===== config.mk =====
export PLATFORM = sky130hd
export DESIGN_NAME = ps2_kbd_event_fifo_flat
export DESIGN_NICKNAME = d
export VERILOG_FILES = /design/src/rtl/ps2_kbd_event_fifo_pkg.sv /design/src/rtl/ps2_kbd_event_fifo_if.sv /design/src/rtl/ps2_kbd_event_fifo_frame_rx.sv /design/src/rtl/ps2_kbd_event_fifo.sv /design/src/flat_wrapper.sv
export SDC_FILE = /design/constraint.sdc
export NUM_CORES = 1
export LEC_CHECK = 0
export ABC_AREA = 1
export CAP_MARGIN = 10
export CORE_MARGIN = 3
export CORE_UTILIZATION = 41
export DETAILED_ROUTE_END_ITERATION = 12
export GPL_TIMING_DRIVEN = 0
export SYNTH_ARGS = -nofsm -noshare
export SYNTH_HDL_FRONTEND = slang
export SYNTH_HIERARCHICAL = 1
export SYNTH_SLANG_ARGS = --single-unit

===== constraint.sdc =====
create_clock -name sys_clk -period 3.5 [get_ports sys_clk]
set_input_delay 0.35 -clock sys_clk [delete_from_list [all_inputs] [get_ports sys_clk]]
set_output_delay 0.35 -clock sys_clk [all_outputs]
set_load 0.02 [all_outputs]

===== src/rtl/ps2_kbd_event_fifo_pkg.sv =====
// Shared constants, event layout and receiver state encoding for the PS/2
// keyboard event FIFO.
package ps2_pkg;

  localparam logic [7:0] PS2_EXT        = 8'hE0;
  localparam logic [7:0] PS2_BRK        = 8'hF0;
  localparam int         PS2_FRAME_BITS = 11;

  localparam int EV_EXT     = 9;
  localparam int EV_BRK     = 8;
  localparam int EV_CODE_HI = 7;
  localparam int EV_CODE_LO = 0;

  typedef enum logic {
    RX_IDLE = 1'b0,
    RX_RECV = 1'b1
  } rx_state_e;

  // True when data plus parity bit carry an odd number of ones.
  function automatic logic odd_parity_ok(input logic [7:0] data, input logic par);
    return ^{data, par};
  endfunction

endpackage


===== src/rtl/ps2_kbd_event_fifo_if.sv =====
// CPU-side keyboard port: read strobe, head entry, occupancy and sticky flags.
// io_rdn low together with ready high at a sys_clk edge is exactly one pop;
// key_data is meaningful only while ready is high and reads 0 otherwise.
interface ps2_kbd_event_fifo_if
  import ps2_pkg::*;
#(
  parameter int DEPTH_LOG2 = 3
) ();

  logic                  io_rdn;
  logic                  ovf_clr;
  logic [9:0]            key_data;
  logic                  ready;
  logic [DEPTH_LOG2:0]   count;
  logic                  overflow;
  logic                  parity_err;
  rx_state_e             rx_state;

  modport slave (
    input  io_rdn, ovf_clr,
    output key_data, ready, count, overflow, parity_err, rx_state
  );

  modport master (
    output io_rdn, ovf_clr,
    input  key_data, ready, count, overflow, parity_err, rx_state
  );

endinterface


===== src/rtl/ps2_kbd_event_fifo_frame_rx.sv =====
// PS/2 device-to-host frame receiver: pin synchronizers, falling-edge detect,
// IDLE/RECV framing with odd-parity/stop check and a stall timeout.
module ps2_frame_rx
  import ps2_pkg::*;
#(
  parameter int TIMEOUT = 50000
) (
  input  logic       sys_clk,
  input  logic       clr,
  input  logic       ps2_clk,
  input  logic       ps2_data,
  output logic       byte_valid,
  output logic [7:0] rx_byte,
  output logic       frame_err,
  output rx_state_e  state
);

  localparam int TW = (TIMEOUT > 2) ? $clog2(TIMEOUT) : 1;
  localparam logic [3:0] STOP_BIT = 4'(PS2_FRAME_BITS - 1);

  logic clk_s1_q, clk_s1_d, clk_s2_q, clk_s2_d, clk_prev_q, clk_prev_d;
  logic dat_s1_q, dat_s1_d, dat_s2_q, dat_s2_d;
  logic fall_q, fall_d, fall_dat_q, fall_dat_d;
  rx_state_e state_q, state_d;
  logic [3:0]    bitcnt_q, bitcnt_d;
  logic [7:0]    shreg_q, shreg_d;
  logic          par_q, par_d;
  logic [TW-1:0] tmo_q, tmo_d;
  logic          valid_q, valid_d, err_q, err_d;

  always_ff @(posedge sys_clk) begin
    if (clr) begin
      clk_s1_q   <= 1'b0;
      clk_s2_q   <= 1'b0;
      clk_prev_q <= 1'b0;
      dat_s1_q   <= 1'b0;
      dat_s2_q   <= 1'b0;
      fall_q     <= 1'b0;
      fall_dat_q <= 1'b0;
      state_q    <= RX_IDLE;
      bitcnt_q   <= '0;
      shreg_q    <= '0;
      par_q      <= 1'b0;
      tmo_q      <= '0;
      valid_q    <= 1'b0;
      err_q      <= 1'b0;
    end else begin
      clk_s1_q   <= clk_s1_d;
      clk_s2_q   <= clk_s2_d;
      clk_prev_q <= clk_prev_d;
      dat_s1_q   <= dat_s1_d;
      dat_s2_q   <= dat_s2_d;
      fall_q     <= fall_d;
      fall_dat_q <= fall_dat_d;
      state_q    <= state_d;
      bitcnt_q   <= bitcnt_d;
      shreg_q    <= shreg_d;
      par_q      <= par_d;
      tmo_q      <= tmo_d;
      valid_q    <= valid_d;
      err_q      <= err_d;
    end
  end

  // Data is sampled alongside the fall pulse so both arrive at the FSM together.
  always_comb begin
    clk_s1_d   = ps2_clk;
    clk_s2_d   = clk_s1_q;
    clk_prev_d = clk_s2_q;
    dat_s1_d   = ps2_data;
    dat_s2_d   = dat_s1_q;
    fall_d     = clk_prev_q & ~clk_s2_q;
    fall_dat_d = dat_s2_q;
  end

  always_comb begin
    state_d  = state_q;
    bitcnt_d = bitcnt_q;
    shreg_d  = shreg_q;
    par_d    = par_q;
    tmo_d    = tmo_q;
    valid_d  = 1'b0;
    err_d    = 1'b0;
    case (state_q)
      RX_IDLE: begin
        tmo_d = '0;
        if (fall_q && !fall_dat_q) begin
          state_d  = RX_RECV;
          bitcnt_d = 4'd1;
        end
      end
      RX_RECV: begin
        if (fall_q) begin
          tmo_d    = '0;
          bitcnt_d = bitcnt_q + 4'd1;
          if (bitcnt_q <= 4'd8) begin
            shreg_d = {fall_dat_q, shreg_q[7:1]};
          end else if (bitcnt_q < STOP_BIT) begin
            par_d = fall_dat_q;
          end else begin
            state_d  = RX_IDLE;
            bitcnt_d = '0;
            if (fall_dat_q && odd_parity_ok(shreg_q, par_q)) valid_d = 1'b1;
            else                                              err_d   = 1'b1;
          end
        end else if (tmo_q == TW'(TIMEOUT - 1)) begin
          state_d  = RX_IDLE;
          bitcnt_d = '0;
          tmo_d    = '0;
        end else begin
          tmo_d = tmo_q + TW'(1);
        end
      end
      default: state_d = RX_IDLE;
    endcase
  end

  always_comb begin
    byte_valid = valid_q;
    frame_err  = err_q;
    rx_byte    = shreg_q;
    state      = state_q;
  end

endmodule


===== src/rtl/ps2_kbd_event_fifo.sv =====
// PS/2 keyboard front end: frame receiver, optional E0/F0 prefix folding and a
// circular event FIFO drained by the CPU through the keyboard port.
module ps2_kbd_event_fifo
  import ps2_pkg::*;
#(
  parameter int DEPTH_LOG2 = 3,
  parameter int TIMEOUT    = 50000,
  parameter int DECODE     = 1
) (
  input  logic                 sys_clk,
  input  logic                 clr,
  input  logic                 ps2_clk,
  input  logic                 ps2_data,
  ps2_kbd_event_fifo_if.slave  bus
);

  localparam int DEPTH = 1 << DEPTH_LOG2;
  localparam int CW    = DEPTH_LOG2 + 1;

  logic       byte_valid, frame_err;
  logic [7:0] rx_byte;
  rx_state_e  rx_state;

  ps2_frame_rx #(.TIMEOUT(TIMEOUT)) u_rx (
    .sys_clk    (sys_clk),
    .clr        (clr),
    .ps2_clk    (ps2_clk),
    .ps2_data   (ps2_data),
    .byte_valid (byte_valid),
    .rx_byte    (rx_byte),
    .frame_err  (frame_err),
    .state      (rx_state)
  );

  logic                  ext_q, ext_d, brk_q, brk_d;
  logic [DEPTH_LOG2-1:0] wr_ptr_q, wr_ptr_d, rd_ptr_q, rd_ptr_d;
  logic [CW-1:0]         count_q, count_d;
  logic                  ready_q, ready_d, ovf_q, ovf_d, perr_q, perr_d;
  logic [9:0]            mem_q [DEPTH];
  logic [9:0]            mem_d [DEPTH];
  logic                  push, pop, full, do_push, drop;
  logic [9:0]            ev;

  always_ff @(posedge sys_clk) begin
    if (clr) begin
      ext_q    <= 1'b0;
      brk_q    <= 1'b0;
      wr_ptr_q <= '0;
      rd_ptr_q <= '0;
      count_q  <= '0;
      ready_q  <= 1'b0;
      ovf_q    <= 1'b0;
      perr_q   <= 1'b0;
    end else begin
      ext_q    <= ext_d;
      brk_q    <= brk_d;
      wr_ptr_q <= wr_ptr_d;
      rd_ptr_q <= rd_ptr_d;
      count_q  <= count_d;
      ready_q  <= ready_d;
      ovf_q    <= ovf_d;
      perr_q   <= perr_d;
    end
  end

  // Storage needs no reset: key_data is forced to 0 whenever the FIFO is empty.
  always_ff @(posedge sys_clk) begin
    mem_q <= mem_d;
  end

  always_comb begin
    ext_d = ext_q;
    brk_d = brk_q;
    push  = 1'b0;
    ev    = '0;
    if (byte_valid) begin
      if (DECODE != 0 && rx_byte == PS2_EXT) begin
        ext_d = 1'b1;
      end else if (DECODE != 0 && rx_byte == PS2_BRK) begin
        brk_d = 1'b1;
      end else begin
        push                       = 1'b1;
        ev[EV_EXT]                 = (DECODE != 0) ? ext_q : 1'b0;
        ev[EV_BRK]                 = (DECODE != 0) ? brk_q : 1'b0;
        ev[EV_CODE_HI:EV_CODE_LO]  = rx_byte;
        ext_d                      = 1'b0;
        brk_d                      = 1'b0;
      end
    end
  end

  // When full, wr_ptr equals rd_ptr, so a simultaneous push reuses the slot being popped.
  always_comb begin
    pop      = ~bus.io_rdn & ready_q;
    full     = (count_q == CW'(DEPTH));
    do_push  = push & (~full | pop);
    drop     = push & full & ~pop;
    mem_d    = mem_q;
    if (do_push) mem_d[wr_ptr_q] = ev;
    wr_ptr_d = wr_ptr_q + DEPTH_LOG2'(do_push);
    rd_ptr_d = rd_ptr_q + DEPTH_LOG2'(pop);
    count_d  = count_q + CW'(do_push) - CW'(pop);
    ready_d  = (count_d != '0);
    ovf_d    = (ovf_q & ~bus.ovf_clr) | drop;
    perr_d   = (perr_q & ~bus.ovf_clr) | frame_err;
  end

  always_comb begin
    bus.key_data   = ready_q ? mem_q[rd_ptr_q] : 10'h000;
    bus.ready      = ready_q;
    bus.count      = count_q;
    bus.overflow   = ovf_q;
    bus.parity_err = perr_q;
    bus.rx_state   = rx_state;
  end

endmodule


===== src/flat_wrapper.sv =====
// flat-port wrapper written by rule: the top's interface ports become plain ports
module ps2_kbd_event_fifo_flat import ps2_pkg::*;
#(
  parameter int DEPTH_LOG2 = 3,
  parameter int TIMEOUT    = 50000,
  parameter int DECODE     = 1
)
  (sys_clk, clr, ps2_clk, ps2_data, bus_io_rdn, bus_ovf_clr, bus_key_data, bus_ready, bus_count, bus_overflow, bus_parity_err, bus_rx_state);
  ps2_kbd_event_fifo_if #(.DEPTH_LOG2(DEPTH_LOG2)) bus_i ();
  input  logic sys_clk;
  input  logic clr;
  input  logic ps2_clk;
  input  logic ps2_data;
  input wire logic [$bits(bus_i.io_rdn)-1:0] bus_io_rdn;
  input wire logic [$bits(bus_i.ovf_clr)-1:0] bus_ovf_clr;
  output wire logic [$bits(bus_i.key_data)-1:0] bus_key_data;
  output wire logic [$bits(bus_i.ready)-1:0] bus_ready;
  output wire logic [$bits(bus_i.count)-1:0] bus_count;
  output wire logic [$bits(bus_i.overflow)-1:0] bus_overflow;
  output wire logic [$bits(bus_i.parity_err)-1:0] bus_parity_err;
  output wire logic [$bits(bus_i.rx_state)-1:0] bus_rx_state;
  assign bus_i.io_rdn = bus_io_rdn;
  assign bus_i.ovf_clr = bus_ovf_clr;
  assign bus_key_data = bus_i.key_data;
  assign bus_ready = bus_i.ready;
  assign bus_count = bus_i.count;
  assign bus_overflow = bus_i.overflow;
  assign bus_parity_err = bus_i.parity_err;
  assign bus_rx_state = bus_i.rx_state;
  ps2_kbd_event_fifo #(.DEPTH_LOG2(DEPTH_LOG2), .TIMEOUT(TIMEOUT), .DECODE(DECODE)) u_core (.sys_clk(sys_clk), .clr(clr), .ps2_clk(ps2_clk), .ps2_data(ps2_data), .bus(bus_i));
endmodule

* Word-level counts from Yosys, hierarchy flattened
Index checks and enable logic that the tools add are counted.
** Cells by class
- $add $sub $neg :: 6
- Magnitude comparators :: 5
- Equality and inequality tests :: 7
- Mux-type cells :: 33
- Bitwise gates (word level) :: 21
- Reduce and logical (&&, ||, !) cells :: 12
** Operators with widths (count)
- 80-bit bitwise mux :: 1
- 10-bit two-way mux :: 7
- 16-bit two-way mux :: 2
- 16-bit one-hot mux with 2 select lines :: 1
- 10-bit binary-select mux with 3-bit select :: 1
- 10-bit demux with 3-bit select :: 1
- 4-bit two-way mux :: 5
- 16-bit by 1-bit adder with 16-bit output, second input constant :: 1
- 16-bit equality test, second input constant :: 1
- 8-bit equality test, second input constant :: 2
- 1-bit two-way mux :: 13
- 1-bit NOT :: 9
- 9-bit parity :: 1
- 4-bit >= comparator, second input constant :: 2
- 3-bit NOT with 4-bit output :: 2
- 4-bit one-hot mux with 2 select lines :: 1
- 1-bit AND :: 7
- 3-bit by 1-bit adder with 3-bit output :: 2
- 2-bit AND reduction :: 3
- 5-bit OR reduction :: 1
- 4-bit by 1-bit adder with 4-bit output :: 1
- 4-bit by 1-bit adder with 4-bit output, second input constant :: 1
- 4-bit equality test, second input constant :: 1
- 4-bit less-or-equal comparator, second input constant :: 1
- other kinds (13) :: 17
** Storage, ports and cells
- Flip-flop bits (word level) :: 134
- Bits of input ports :: 6
- Output and inout bits :: 18
- Logic and storage cells :: 114

* Depth between registers and ports, before layout
Gate-level depths: netlist of the first run.
- Word-level depth :: 8
- Depth in mapped cells :: 13
- Mapped depth without buffers :: 13

* Modules after synthesis
Netlist of the first run, hierarchy kept.
** Modules (own cells, without submodules)
- ps2_kbd_event_fifo :: times used 1, cells each 368, area each 4022.6 um^2, seq. area each 2702.6 um^2
- ps2_frame_rx :: times used 1, cells each 241, area each 1826.8 um^2, seq. area each 780.7 um^2

* Least setup slack after synthesis of the first run
No wires, ideal clock.
- Path kind :: reg-to-reg
- Start :: register u_core.u_rx.shreg_q[4] (netlist: u_core/u_rx/rx_byte[4])
- End :: register u_core.ready_q (netlist: u_core/bus.ready)
- Setup time :: 117 ps
- Arrival time :: 1979 ps
- Required time :: 3383 ps
- Slack :: 1404 ps
- Stages on the path, launching flop included :: 14
- Period minus slack after synthesis :: 2096 ps
- Cell sequence :: dfxtp_1 -> inv_1 -> nand2_1 -> nor2_1 -> o21ai_4 -> nand2_4 -> nand2_1 -> nand2_1 -> ha_1 -> fa_1 -> xnor2_1 -> nor2_1 -> nor3_1 -> nand2_1
** Between the ends
- Word-level cells in the longest chain between the ends :: 8
- Elaborated cells on any way between the ends :: 9
** Ends and longest elaborated chain
- from (decl) :: line ps2_kbd_event_fifo_frame_rx.sv:26 : logic [7:0] shreg_q, shreg_d;
- from (signal assigned) :: line ps2_kbd_event_fifo_frame_rx.sv:57 : shreg_q <= shreg_d;
- 8-bit equality test :: line ps2_kbd_event_fifo.sv:79 : end else if (DECODE != 0 && rx_byte == PS2_BRK) begin
- 1-bit two-way mux :: line ps2_kbd_event_fifo.sv:79
- 1-bit two-way mux * :: line ps2_kbd_event_fifo.sv:77 : if (DECODE != 0 && rx_byte == PS2_EXT) begin
- 1-bit two-way mux * :: line ps2_kbd_event_fifo.sv:76 : if (byte_valid) begin
- 1-bit AND * :: line ps2_kbd_event_fifo.sv:96 : do_push = push & (~full | pop);
- 4-bit by 1-bit adder with 4-bit output * :: line ps2_kbd_event_fifo.sv:102 : count_d = count_q + CW'(do_push) - CW'(pop);
- 4-bit by 1-bit subtractor with 4-bit output * :: line ps2_kbd_event_fifo.sv:102
- 4-bit nonzero test * :: line ps2_kbd_event_fifo.sv:103 : ready_d = (count_d != '0);
- to (signal assigned) :: line ps2_kbd_event_fifo.sv:60 : ready_q <= ready_d;
- to (decl) :: line ps2_kbd_event_fifo.sv:38 : logic ready_q, ready_d, ovf_q, ovf_d, perr_q, perr_d;
Every way passes the cells marked *; elsewhere a longest branch is shown, timed or not.
A chain may end at the register's enable or synchronous reset.

* Final worst setup path of the first run
- Start :: register u_core.rd_ptr_q[0]
- End :: output port bus_key_data[8]
** Between the ends
- Word-level cells in the longest chain between the ends :: 5
** Ends and longest elaborated chain
- from (decl) :: line ps2_kbd_event_fifo.sv:36 : logic [DEPTH_LOG2-1:0] wr_ptr_q, wr_ptr_d, rd_ptr_q, rd_ptr_d;
- from (signal assigned) :: line ps2_kbd_event_fifo.sv:58 : rd_ptr_q <= rd_ptr_d;
- 3-bit NOT with 4-bit output (implied by the code) :: line ps2_kbd_event_fifo.sv:109 : bus.key_data = ready_q ? mem_q[rd_ptr_q] : 10'h000;
- 10-bit binary-select mux with 3-bit select :: line ps2_kbd_event_fifo.sv:109
- 10-bit two-way mux (implied by the code) (2 in series) :: line ps2_kbd_event_fifo.sv:109
- 10-bit two-way mux :: line ps2_kbd_event_fifo.sv:109
- to (decl) :: line flat_wrapper.sv:16 : output wire logic [$bits(bus_i.key_data)-1:0] bus_key_data;
Every way passes these cells. The select of a mux whose other input is x is not followed.

==> metrics.txt, run 1 <==
run status finished, final reports clean; most frequent cells in the layout 135 x nor2_1, 80 x edfxtp_1, 79 x nand2_1, 55 x inv_1, 54 x dfxtp_1; DR vias/cell between 4 and 5; Hold Path Origin u_core/u_rx/clk_s1_q; crit path DAT 2.34 ns; Sw Share 0.257; number of global-route vias before repair 4070; htree depth 4; Layout Nets about 670; Hold EP u_core/u_rx/clk_prev_d; crit start category flip-flop; Seq pwr share 0.383; Post-CTS Setup Bufs 0; placer's final routability congestion estimate approximately 0.81; P per Cell Area ~650 mW/mm^2; worst r2r dst u_core/bus.ready; Synth cell types 42; Yosys top cell by area edfxtp_1; main area contributors after synthesis edfxtp_1 41%, dfxtp_1 18%, nor2_1 8.7%; most common cell after layout, fill and taps aside nor2_1; Clock power frac 0.439; sequential share of the synthesized area 0.596; synth-to-layout area growth 19.1%; core area about 0.014 mm^2; Hold Crit Class flip-flop to flip-flop; initial core utilization 0.420; synthesized area 0.00585 mm^2; CTS sink count 134; Leak Pwr 2.74 nW; Top-Level Pins 24; critical path required time about 3.2 ns; non-filler instance count after layout between 800 and 900; crit path kind flip-flop to output pin; global-route wire length before repair approximately 20000 um; Async S/R FF share, synth 0; final setup vio count 0; Tightest Pin Transition roughly 1.0 ns; DR iter-0 viols 331; post_cts resized 0; EDFF count, synth 80; Inserted Diodes 0; final hold violations 0; # placed instances 812; largest net degree at the start of global routing 17; die height around 130 um; Root Driver clkbuf_16; r2r setup slk around 1.1 ns; clock slew at reported path FFs approximately 0.06 ns; FF-to-FF Start u_core/u_rx/rx_byte[1]; drt wl/cell roughly 14 um; average size of a mapped cell about 9.6 um^2; total wire length 11700 um; worst rel slew slack 0.308; Total GRT Usage 0.157; worst-case clock buffer depth 2; skew final 0.00746 ns; Post-CTS Hold Fix Bufs 0; row cnt 43; worst r2r path cells 12; antenna violations before repair 0; f_max roughly 0.37 GHz; FILL cells 1275; Net Switching 1.15 mW; top_reg_cell synth edfxtp_1; Initial DRT Pass Iterations 4; CTS Buf Count 17; peak supply drop approximately 0.00040 V; combinational share of power 0.178; I/O Buffers 23; cell internal pwr 3.34 mW; layout cells sized above 1 0.111; highest net fanout along the worst path 10; Vias between 4000 and 5000; Skew-Pair Late Insertion Delay roughly 0.4 ns; Die ar. around 0.016 mm^2; Slew Viols, Final 0; # DRC 0; post-layout minimum cycle time between 2 and 3 ns; post-synthesis net count 627; Yosys Warn Count 6; area fraction of the dominant cell type after synthesis 0.411; chip width roughly 130 um; Final HPWL DP between 8000 and 9000 um; Routed Antenna Nets 0; GRT overflow 0; CTS tree built; Max-Cap Viols 0; post-synthesis register bit count 134; Worst Setup End Kind output pin; hold path cells 2; setup_tns 0 ns; RSZ-0062 raised after global routing false; Cells after Synth between 600 and 700; final cycle utilization of the critical path 0.768
cell usage after synthesis, types with 2 or more instances:
cell      count
nor2_1      135
edfxtp_1     80
nand2_1      79
inv_1        55
dfxtp_1      54
o21ai_1      30
nand3_1      25
a21oi_1      22
o21ai_0      20
buf_2        12
ha_1         11
o211ai_1     10
o22ai_1      10
xnor2_1      10
nand2_2       6
clkbuf_1      5
inv_2         5
nor3_2        4
nand4_1       3
nor2_4        3
or2_0         3
xor2_1        3
buf_4         2
nand3_2       2
nor2_2        2
or2_2         2
cells by family after synthesis:
family          share of synthesized area
buf+inv                            0.0571
flops                               0.596
fa+ha+maj                          0.0270
xor+xnor                           0.0195
compound gates                     0.0945
simple gates                        0.206
worst max path at each step:
| stage | slack, ns | cells after the start | start | end |
|---|---|---|---|---|
| global placement | 0.95 | 5 | bus_io_rdn | u_core/mem_q[41] |
| floorplan | 1.40 | 13 | u_core/u_rx/rx_byte[4] | u_core/bus.ready |
| detailed placement | 0.88 | 5 | bus_io_rdn | u_core/mem_q[41] |
| global route | 0.65 | 6 | u_core/rd_ptr_q[0] | bus_key_data[9] |
| finish | 0.81 | 6 | u_core/rd_ptr_q[0] | bus_key_data[8] |
| CTS | 0.76 | 6 | u_core/rd_ptr_q[0] | bus_key_data[8] |
critical path, stage by stage, from the launching register on:
cell             delay, ns
dfxtp_1               0.44
buf_2                 0.29
o21ai_1               0.10
o22ai_1               0.20
nor2_1                0.06
nor2_1                0.19
clkdlybuf4s50_1       0.63
final cells by class:
type | count | area [um^2] | share of cell area
repair buffers | 23 | 230 | 0.0331
multi-input cells | 394 | 2030 | 0.292
clock buffers | 18 | 429 | 0.0616
flip-flops and latches | 134 | 3480 | 0.500
clock inverters | 14 | 231 | 0.0332
inverters | 60 | 225 | 0.0323
plain buffers | 21 | 109 | 0.0156
well taps | 180 | 225 | 0.0323
power groups by stage:
stage                     clock [mW]  combinational [mW]  sequential [mW]
final                           1.97               0.801             1.72
after global routing            2.09               0.897             1.73
after CTS                       2.01               0.809             1.72
after detailed placement           0               0.802             1.75
after global placement             0               0.786             1.75
after floorplan                    0               0.504             1.78
sequential cells by signal, indices dropped and copies added, names as in the netlist, 3 cells and up:
register,count
u_core/rd_ptr_q,3
u_core/bus.count,4
u_core/u_rx/bitcnt_q,4
u_core/wr_ptr_q,3
u_core/u_rx/rx_byte,8
u_core/mem_q,80
u_core/u_rx/tmo_q,16
per-stage QoR:
step	hold WS, ns	worst slack (ns)	util	power [mW]	instance area (um^2)
finish	0.402	0.813	0.500	4.49	6970
floorplan	0.388	1.40	-	2.28	5850
global route	0.424	0.651	0.500	4.71	6970
detailed placement	0.394	0.881	0.452	2.55	6300
global placement	0.397	0.955	0.452	2.54	6300
CTS	0.405	0.758	0.500	4.54	6970
metal layers:
metal  track usage  vias up  wire, um
met2         0.249       71      5390
met4        0.0517        0       102
met5             0        -         0
met1         0.209     1972      5650
met3        0.0427        7       539
li1              -     2115         -
(Power assumes the default switching activity.)
==> run 2, diff against run 1 <==
clock period = 2.65 ns   (was 3.5 ns; I/O delays follow)
==> run 2 against run 1 <==
Sequential cell count stayed put. Non-clock buffer count stayed put. Critical path depth stayed put. Setup slack worse by 0.61 ns. Die area stayed put. Count of clock-buffer cells in the layout stayed put. Critical path type unchanged. Critical endpoint is now bus_key_data[7].
==> metrics.txt, run 2 (synthesis results as in run 1) <==
# DRC 0 (unchanged); DR vias/cell 4.91 (was 4.93); global-route wire length before repair 19700 um (unchanged); crit path DAT 2.18 ns (was 2.34 ns); Root Driver clkbuf_16 (unchanged); FILL cells 1274 (was 1275); final setup vio count 0 (unchanged); peak supply drop 0.000528 V (was 0.000400 V); P per Cell Area 851 mW/mm^2 (was 645 mW/mm^2); PnR worst setup slack 0.200 ns (was 0.813 ns); Post-CTS Setup Bufs 0 (unchanged); register with the most flip-flops u_core/mem_q (unchanged); crit start category flip-flop (unchanged); die height 125 um (unchanged); CTS tree built (unchanged); pre-CTS setup slack 0.116 ns (was 0.881 ns); I/O Buffers 23 (unchanged); most frequent cells in the layout 135 x nor2_1, 80 x edfxtp_1, 79 x nand2_1, 55 x inv_1, 53 x dfxtp_1 (was 135 x nor2_1, 80 x edfxtp_1, 79 x nand2_1, 55 x inv_1, 54 x dfxtp_1); post-layout minimum cycle time between 2 and 2.5 ns; Final Power 5.94 mW (was 4.49 mW); Seq. cell area 0.00348 mm^2 (about the same); Top-Level Pins 24 (unchanged); # placed instances 812 (unchanged); core area 0.0139 mm^2 (unchanged); Tightest Pin Transition 1.05 ns (was 1.03 ns); DR iter-0 viols 360 (was 331); Worst Setup End Kind output pin (unchanged); final cycle utilization of the critical path 0.924; Final HPWL DP 8200 um (unchanged); CTS sink count 134 (unchanged); Leak Pwr 2.79 nW (was 2.74 nW); Post-CTS Hold Fix Bufs 0 (unchanged); layout cells sized above 1 0.113 (was 0.111); GRT overflow 0 (unchanged); number of global-route vias before repair 4070 (unchanged); row cnt 43 (unchanged); post_cts resized 1 (was 0); total wire length 11700 um (about the same); drt wl/cell 13.8 um (about the same); Inserted Diodes 0 (unchanged); worst rel slew slack 0.300 (was 0.308); RSZ-0062 raised after global routing false (unchanged); max reg flops 80 (unchanged); Vias 4141 (was 4165); Skew-Pair Late Insertion Delay 0.41 ns (about the same); worst-case clock buffer depth 2 (unchanged); Util after Layout 0.501 (was 0.500); Hold Crit Class input pin to flip-flop (was flip-flop to flip-flop); setup_tns 0 ns (unchanged); htree depth 4 (unchanged); skew final 0.00815 ns (was 0.00746 ns); largest net degree at the start of global routing 17 (unchanged); placer's final routability congestion estimate 0.813 (unchanged); synth-to-layout area growth 19.4% (was 19.1%); antenna violations before repair 0 (unchanged); final hold violations 0 (unchanged); post-route cell area 0.00698 mm^2 (was 0.00697 mm^2); Layout Nets 669 (unchanged); Total GRT Usage 0.157 (unchanged); chip width 125 um (unchanged); crit path kind flip-flop to output pin (unchanged); non-filler instance count after layout 844 (unchanged); Routed Antenna Nets 0 (unchanged); area of placed instances 0.00630 mm^2 (unchanged); most common cell after layout, fill and taps aside nor2_1 (unchanged); critical path required time 2.38 ns (was 3.15 ns); run status finished, final reports clean (unchanged); highest net fanout along the worst path 10 (unchanged); Max-Cap Viols 0 (unchanged); CTS Buf Count 17 (unchanged); Initial DRT Pass Iterations 4 (unchanged); f_max 0.408 GHz; initial core utilization 0.420 (unchanged); Slew Viols, Final 0 (unchanged); area of the multi-input gates 0.00203 mm^2 (unchanged); Die ar. 0.0157 mm^2 (unchanged); hold_ws 0.373 ns (was 0.402 ns); clock slew at reported path FFs 0.05 ns (was 0.06 ns)
run 2: critical path, stage by stage (launching register included):
cell and delay [ns]:
dfxtp_1 0.41, buf_2 0.24, o21ai_0 0.11, o211ai_1 0.18
nand2_1 0.10, nor2_1 0.13, clkdlybuf4s50_1 0.63
run 2: layout make-up:
type	count	area share
multi-input cells	394	0.291
well taps	180	0.0323
plain buffers	21	0.0167
repair buffers	23	0.0341
clock buffers	18	0.0615
flip-flops and latches	134	0.499
inverters	60	0.0323
clock inverters	14	0.0332
run 2: path summary, 6_finish.rpt:
kind,start,endpoint,slack (ns),depth (start not counted)
worst max-delay path,u_core/rd_ptr_q[1],bus_key_data[7],0.20,6
worst min-delay path,ps2_clk,u_core/u_rx/clk_s1_q,0.37,3
worst max register to register,u_core/u_rx/rx_byte[4],u_core/bus.ready,0.27,13
worst min register to register,u_core/u_rx/clk_s1_q,u_core/u_rx/clk_prev_d,0.40,2
run 2: report_power, final:
group	total, mW	switching (mW)	leakage (nW)	internal, mW
Combinational	1.06	0.634	1.10	0.425
Sequential	2.27	0.0413	1.37	2.23
Clock	2.61	0.851	0.319	1.76
Total	5.94	1.53	2.79	4.41
run 2: per-layer routing:
metal	share of wire	wire [um]	up-vias	global-route usage
li1	-	-	2113	-
met1	0.49	5690	1963	0.209
met2	0.47	5450	58	0.249
met3	0.037	437	7	0.0427
met4	0.0087	102	0	0.0517
met5	0	0	-	0
==> run 3, diff against run 2 <==
clock period = 2.25 ns   (was 2.65 ns; I/O delays follow)
==> run 3 against run 2 <==
Wire length grew 1.0%. Largest power group unchanged. Sequential power grew 18%. Total power grew 17%. Final cell count is the same. Core utilization grew 0.27 points. Critical path depth grew 6. Register-to-register slack lost 0.19 ns. Clock power grew 18%. Setup slack lost 0.12 ns. Cell area grew 0.54%. Critical path type is now flip-flop to flip-flop. Clock skew shrank 0.0014 ns. First-iteration DRC count shrank 4.4%. Largest cell class unchanged.
==> metrics.txt, run 3 (synthesis results as in run 1) <==
run status finished, final reports clean (unchanged); peak supply drop 0.000622 V (was 0.000528 V); die height 125 um (unchanged); global-route wire length before repair 19700 um (about the same); core area 0.0139 mm^2 (unchanged); highest net fanout along the worst path 8 (was 10); Total GRT Usage 0.157 (about the same); skew final 0.00678 ns (was 0.00815 ns); row cnt 43 (unchanged); CTS sink count 134 (unchanged); area of placed instances 0.00630 mm^2 (unchanged); critical path required time 2.55 ns (was 2.38 ns); worst-case clock buffer depth 2 (unchanged); layout cells sized above 1 0.154 (was 0.113); crit path DAT 2.47 ns (was 2.18 ns); # DRC 0 (unchanged); DR iter-0 viols 344 (was 360); # placed instances 812 (unchanged); Leak Pwr 2.78 nW (was 2.79 nW); Skew-Pair Late Insertion Delay 0.41 ns (about the same); antenna violations before repair 0 (unchanged); number of global-route vias before repair 4075 (was 4070); CTS Buf Count 17 (unchanged); CTS tree built (unchanged); synth-to-layout area growth 20.0% (was 19.4%); clock slew at reported path FFs 0.06 ns (was 0.05 ns); Hold Crit Class input pin to flip-flop (unchanged); final setup vio count 0 (unchanged); most frequent cells in the layout 125 x nor2_1, 80 x edfxtp_1, 78 x nand2_1, 54 x inv_1, 44 x dfxtp_1 (was 135 x nor2_1, 80 x edfxtp_1, 79 x nand2_1, 55 x inv_1, 53 x dfxtp_1); I/O Buffers 23 (unchanged); Inserted Diodes 0 (unchanged); Final HPWL DP 8200 um (unchanged); f_max 0.461 GHz; Max-Cap Viols 0 (unchanged); Root Driver clkbuf_16 (unchanged); register with the most flip-flops u_core/mem_q (unchanged); crit path kind flip-flop to flip-flop (was flip-flop to output pin); drt wl/cell 14.0 um (was 13.8 um); post-layout minimum cycle time ~2.2 ns; Tightest Pin Transition 0.652 ns (was 1.05 ns); Util after Layout 0.504 (was 0.501); most common cell after layout, fill and taps aside nor2_1 (unchanged); chip width 125 um (unchanged); total wire length 11800 um (was 11700 um); Slew Viols, Final 0 (unchanged); final cycle utilization of the critical path 0.964; htree depth 4 (unchanged); Die ar. 0.0157 mm^2 (unchanged); PnR worst setup slack 0.0814 ns (was 0.200 ns); setup_tns 0 ns (unchanged); GRT overflow 0 (unchanged); Routed Antenna Nets 0 (unchanged); RSZ-0062 raised after global routing true (was false); Layout Nets 669 (unchanged); DR vias/cell 4.94 (was 4.91); Worst Setup End Kind flip-flop (was output pin); final hold violations 0 (unchanged); placer's final routability congestion estimate 0.813 (unchanged); Top-Level Pins 24 (unchanged); FILL cells 1274 (unchanged); max reg flops 80 (unchanged); post-route cell area 0.00702 mm^2 (was 0.00698 mm^2); pre-CTS setup slack -0.244 ns (was 0.116 ns); Initial DRT Pass Iterations 6 (was 4); r2r setup slk 0.08 ns (was 0.27 ns); crit start category flip-flop (unchanged); Vias 4169 (was 4141); worst rel slew slack 0.565 (was 0.300); initial core utilization 0.420 (unchanged); P per Cell Area 994 mW/mm^2 (was 851 mW/mm^2); non-filler instance count after layout 844 (unchanged); largest net degree at the start of global routing 17 (unchanged)
[run 3: critical path: stages (launching register included)]
cell and delay (ns):
dfxtp_2 0.35, nand2_1 0.11, nor2_2 0.07, o21ai_4 0.21, nand2_4 0.12, nand2_4 0.10, nand2_1 0.06, ha_1 0.21
fa_1 0.44, inv_1 0.07, nor2_1 0.05, nor3_2 0.19, nand2_1 0.07
[run 3: metrics by stage]
step	hold WS, ns	total power, mW
global route	0.337	7.32
floorplan	0.308	3.55
global placement	0.397	3.95
detailed placement	0.394	3.97
CTS	0.320	7.04
finish	0.334	6.98
[run 3: repair_timing]
| action | 4_1_cts | 5_1_grt |
|---|---|---|
| pin swaps | 1 | 2 |
| resized for setup | 28 | 21 |
| setup endpoints to repair | 21 | 77 |
| buffers inserted | 1 | 0 |
| hold buffers | 0 | 0 |
[run 3: area by class of cell]
class / count / area (um^2) / share of cell area
plain buffers: 20 / 118 / 0.0168
clock buffers: 18 / 429 / 0.0611
clock inverters: 14 / 231 / 0.0330
inverters: 60 / 229 / 0.0326
multi-input cells: 394 / 2070 / 0.295
flip-flops and latches: 134 / 3500 / 0.499
well taps: 180 / 225 / 0.0321
repair buffers: 24 / 216 / 0.0308
[run 3: path summary, 6_finish.rpt]
path                          start                      to  cells after the start
max          u_core/u_rx/rx_byte[6]        u_core/bus.ready                     12
min                         ps2_clk    u_core/u_rx/clk_s1_q                      3
max reg2reg  u_core/u_rx/rx_byte[6]        u_core/bus.ready                     12
min reg2reg    u_core/u_rx/clk_s1_q  u_core/u_rx/clk_prev_d                      2
[run 3: power by group]
group	switching [mW]	internal [mW]	leakage, nW
clock network	1.00	2.07	0.319
registers	0.0507	2.63	1.37
logic	0.756	0.475	1.08
total	1.81	5.17	2.78
[run 3: metal layers]
layer  GRT usage  share of wire  up-vias
met1       0.209           0.48     1975
met3      0.0431          0.043        7
met2       0.251           0.47       77
met5           0              0        -
met4      0.0517         0.0086        0
li1            -              -     2110
==> RTL edit 1: new RTL, flow settings as in run 2 <==
`DECODE` is set to 1 in 2 places; all go to 0.
--- a/src/rtl/ps2_kbd_event_fifo.sv
+++ b/src/rtl/ps2_kbd_event_fifo.sv
@@ -7,3 +7,3 @@
   parameter int TIMEOUT    = 50000,
-  parameter int DECODE     = 1
+  parameter int DECODE     = 0
 ) (
--- a/src/flat_wrapper.sv
+++ b/src/flat_wrapper.sv
@@ -5,3 +5,3 @@
   parameter int TIMEOUT    = 50000,
-  parameter int DECODE     = 1
+  parameter int DECODE     = 0
 )
Function: same outputs for any inputs over 10 cycles, from zero or initial values; that may be too few to reach the edited logic, so the function may still have changed.
==> RTL edit 1 against run 2 <==
Cell area shrank 7.0%. Die area shrank 6.0%. Clock power fell by 21%. Sequential power down 13%. Sequential cell count fell by 18. Routed wire length down 3.8%. Hold slack gained 0.016 ns. Power fell by 15%. Via count down 0.48%. Area after synthesis down 6.3%. Synthesized cell count is 6.1% higher. Worst setup slack gained 0.0033 ns. Highest routed layer unchanged.
==> RTL edit 1: results (changes against run 2) <==
[metrics] result of the run: finished, final reports clean
[metrics] minimum setup slack among reg-to-reg paths: 0.24 ns (-0.03 ns)
[metrics] hold endpoint: u_core/u_rx/dat_s1_q
[metrics] Skew-Pair Late Insertion Delay: 0.40 ns
[metrics] sequential fraction of the synthesis area: 54.1% (-5.5 points)
[metrics] iteration count of the initial detailed-routing pass: 5 (+1)
[metrics] global-route wire length before repair: 19.0 mm (-3.6%)
[metrics] Pint: 3.68 mW (-17%)
[metrics] number of flip-flops in the largest register: 64 (-20%)
[metrics] overall track demand over capacity in global routing: 16.6% (+0.90 points)
[metrics] HP Class: in -> reg
[metrics] global placer's final weighted congestion: 0.830 (+2.1%)
[metrics] length in cells of the worst reg-to-reg path: 16 (+3)
[metrics] unique cell type count in the Yosys netlist: 36 (-14%)
[metrics] startpoint of the most critical hold path: ps2_data
[metrics] slew margin rel.: 26.6% (-3.4 points)
[metrics] top cells by area in the synthesized netlist: edfxtp_1, dfxtp_1, nand2_1
[metrics] share of cells above drive strength 1: 10.9% (-0.40 points)
[metrics] Detail Placement HPWL: 7.82 mm (-4.7%)
[metrics] Static Leakage: 2.84 nW (+1.8%)
[metrics] top cells by instance count after synthesis: nand2_1, inv_1, edfxtp_1
[metrics] startpoint of the worst register-to-register path: u_core/bus.count[2]
[metrics] # port buffers: 21 (-8.7%)
[metrics] Max Clock Skew: 0.00830 ns (+0.000155 ns)
[metrics] number of enable-type register cells in the synthesized netlist: 64 (-20%)
[metrics] number of nets in the layout: 713 (+6.6%)
[metrics] worst voltage drop across the vdd grid: 0.426 mV (-19%)
[metrics] via count normalized by instance count: 4.69 (-4.4%)
[metrics] via count of the first global-routing pass: 4029 (-1.0%)
[metrics] First DRT Iteration DRCs: 254 (-29%)
## RTL edit 1: cell count changes after synthesis, moves of 5 or more
cell	change
nor2_1	-75
inv_1	+69
xnor2_1	-5
nor3_1	+12
edfxtp_1	-16
nand3_1	+35
buf_6	+6
buf_2	-5
o22ai_1	-10
o21ai_1	-24
o21ai_0	-14
o211ai_1	-10
nand2_1	+78
## RTL edit 1: logic make-up after synthesis
group,synth area share (%)
adders and majority gates,3.11
DFF,54.1
buffers and inverters,12.2
AOI/OAI and AO/OA,3.24
xor gates and xnor gates,1.60
other,0.0684
and+or+nand+nor,25.7
## RTL edit 1: repair_timing
action	4_1_cts	5_1_grt
endpoints found under the setup margin	0	1
buffers inserted	0	0
hold endpoints to repair	0	0
gates resized for setup	0	1
## RTL edit 1: area by class of cell
type | count | area (um2)
multi-input combinational | 376 | 1860
clock buffer | 26 | 479
clock inverter | 6 | 55.1
buffer | 21 | 163
timing repair buffer | 28 | 255
fill | 1236 | 6330
sequential | 116 | 2960
inverter | 134 | 505
tap | 172 | 215
## RTL edit 1: power by group through the flow
stage,Combinational (mW),Clock [mW],Sequential [mW]
6_report,1.03,2.06,1.97
2_1_floorplan,0.677,0,2.04
5_1_grt,1.16,2.19,1.97
4_1_cts,1.03,2.11,1.97
3_3_place_gp,1.01,0,2.00
3_5_place_dp,1.03,0,2.00
## RTL edit 1: worst max-delay path by stage
stage | depth (start not counted) | to | start | slack (ns)
after floorplan | 16 | u_core/bus.ready | u_core/bus.count[2] | 0.31
after global placement | 6 | u_core/mem_q[26] | bus_io_rdn | 0.06
after detailed placement | 15 | u_core/bus.ready | bus_io_rdn | 0.07
after CTS | 8 | bus_key_data[7] | u_core/rd_ptr_q[1] | 0.19
after global routing | 16 | u_core/bus.ready | u_core/bus.count[2] | 0.02
final | 8 | bus_key_data[7] | u_core/rd_ptr_q[1] | 0.20
## RTL edit 1: metal layers
metal	vias up	GRT usage (%)	routed length [um]
li1	2104	-	-
met1	1916	21.7	5230
met2	86	26.7	5360
met3	15	3.76	467
met4	0	6.86	180
met5	-	0	0
## RTL edit 1: worst max-delay path: cells and delay by family, from the launching register on
family                 cells  cell delay, ns
buffers and inverters      4            1.07
and+or+nand+nor            4            0.38
DFF                        1            0.32
## RTL edit 1: per-stage QoR
stage | cell area [um2] | hold slack, ns | worst slack [ns] | total power [mW] | cells
floorplan | 5480 | 0.343 | 0.313 | 2.71 | 647
global placement | 5910 | 0.391 | 0.0638 | 3.01 | 840
detailed placement | 5940 | 0.393 | 0.0727 | 3.03 | 845
CTS | 6480 | 0.375 | 0.186 | 5.11 | 877
global route | 6490 | 0.408 | 0.0158 | 5.33 | 879
finish | 6490 | 0.390 | 0.204 | 5.05 | 879
==> RTL edit 2: new RTL, flow settings as in run 2 <==
Made on the original files. One comparison of `count_q` changes from == to >=.
--- a/src/rtl/ps2_kbd_event_fifo.sv
+++ b/src/rtl/ps2_kbd_event_fifo.sv
@@ -94,3 +94,3 @@
     pop      = ~bus.io_rdn & ready_q;
-    full     = (count_q == CW'(DEPTH));
+    full     = (count_q >= CW'(DEPTH));
     do_push  = push & (~full | pop);
Behaviour: no difference found for any inputs over 10 cycles, from zero or initial values; that may be too few to reach the edited logic, so the function may still have changed.
==> RTL edit 2 against run 2 <==
Worst setup slack lost 0.061 ns. Cell area is 0.68% lower. Area after synthesis is essentially flat. Critical path type unchanged. Routed wire length rose by 0.53%. Sequential cell count did not move. Clock power is 7% lower. Power is 2.7% lower.
==> RTL edit 2: results (changes against run 2) <==
[metrics] result of the run: finished, final reports clean
[metrics] unique cell type count in the Yosys netlist: 37 (-12%)
[metrics] number of nets in the layout: 684 (+2.2%)
[metrics] dominant register cell in the synthesized netlist: edfxtp_1
[metrics] startpoint of the worst register-to-register path: u_core/u_rx/rx_byte[7]
[metrics] ys async rst share: 0% (unchanged)
[metrics] minimum setup slack among reg-to-reg paths: 0.39 ns (+0.12 ns)
[metrics] worst hold slack: 0.367 ns (-0.00686 ns)
[metrics] DP Cell Count: 827 (+1.8%)
[metrics] length in cells of the worst reg-to-reg path: 12 (-1)
[metrics] sequential fraction of the synthesis area: 59.6% (about the same)
[metrics] slew at the pin closest to its max-slew limit: 1.03 ns (-0.0112 ns)
[metrics] area fraction in compound gates after synthesis: 10.0% (+0.54 points)
[metrics] iteration count of the initial detailed-routing pass: 5 (+1)
[metrics] number of warnings printed during yosys synthesis: 6 (unchanged)
[metrics] fraction of the mapped netlist area in adder cells: 2.70% (about the same)
[metrics] worst setup path endpoint: bus_key_data[8]
[metrics] Max Clock Skew: 0.00979 ns (+0.00165 ns)
[metrics] Static Leakage: 2.75 nW (-1.4%)
[metrics] First DRT Iteration DRCs: 293 (-19%)
[metrics] global placer's final weighted congestion: 0.811 (-0.30%)
[metrics] via count normalized by instance count: 4.98 (+1.5%)
[metrics] post-placement setup slack: 0.0792 ns (-0.0367 ns)
[metrics] fillers: 1272 (-0.16%)
[metrics] total number of H-tree levels: 4 (unchanged)
[metrics] final worst slack: 0.140 ns (-0.0607 ns)
[metrics] via count of the first global-routing pass: 4095 (+0.61%)
[metrics] top cells by instance count after synthesis: nor2_1, edfxtp_1, nand2_1
[metrics] Detail Placement HPWL: 8.23 mm (+0.38%)
[metrics] XOR/XNOR Fraction of Synth Area: 1.50% (-0.45 points)
[metrics] global-route wire length before repair: 19.4 mm (-1.5%)
[metrics] register with the most flip-flops: u_core/mem_q
[metrics] overall track demand over capacity in global routing: 15.3% (-0.34 points)
[metrics] share of cells above drive strength 1: 10.0% (-1.3 points)
[metrics] syn_nets: 642 (+2.4%)
[metrics] per-cell routed wire length: 13.7 um (-1.2%)
[metrics] DR vias: 4279 (+3.3%)
[metrics] post-place instance area: 0.00630 mm2 (about the same)
[metrics] synthesized area per cell: 9.37 um2 (-2.5%)
[metrics] number of flip-flops in the largest register: 80 (unchanged)
RTL edit 2: area by class of cell:
class / count / area share, %
timing repair buffer: 23 / 3.30
multi-input combinational: 397 / 28.7
inverter: 72 / 3.90
sequential: 134 / 50.3
clock inverter: 15 / 2.80
clock buffer: 17 / 6.13
buffer: 21 / 1.70
tap: 180 / 3.25
RTL edit 2: repair_timing:
item,4_1_cts,5_1_grt
gates resized for setup,2,7
buffers inserted,0,0
setup endpoints to repair,1,8
hold buffers,0,0
pin swaps,0,0
RTL edit 2: power by group:
part | total [mW] | switching, mW | internal (mW)
registers | 2.28 | 0.0489 | 2.23
clock network | 2.43 | 0.926 | 1.50
logic | 1.07 | 0.642 | 0.432
RTL edit 2: layer usage:
layer	up-vias	GRT usage, %	share of wire (%)
met4	0	6.12	1.4
met2	79	24.3	47
met5	-	0	0
li1	2160	-	-
met3	15	3.46	3.8
met1	2025	20.6	48
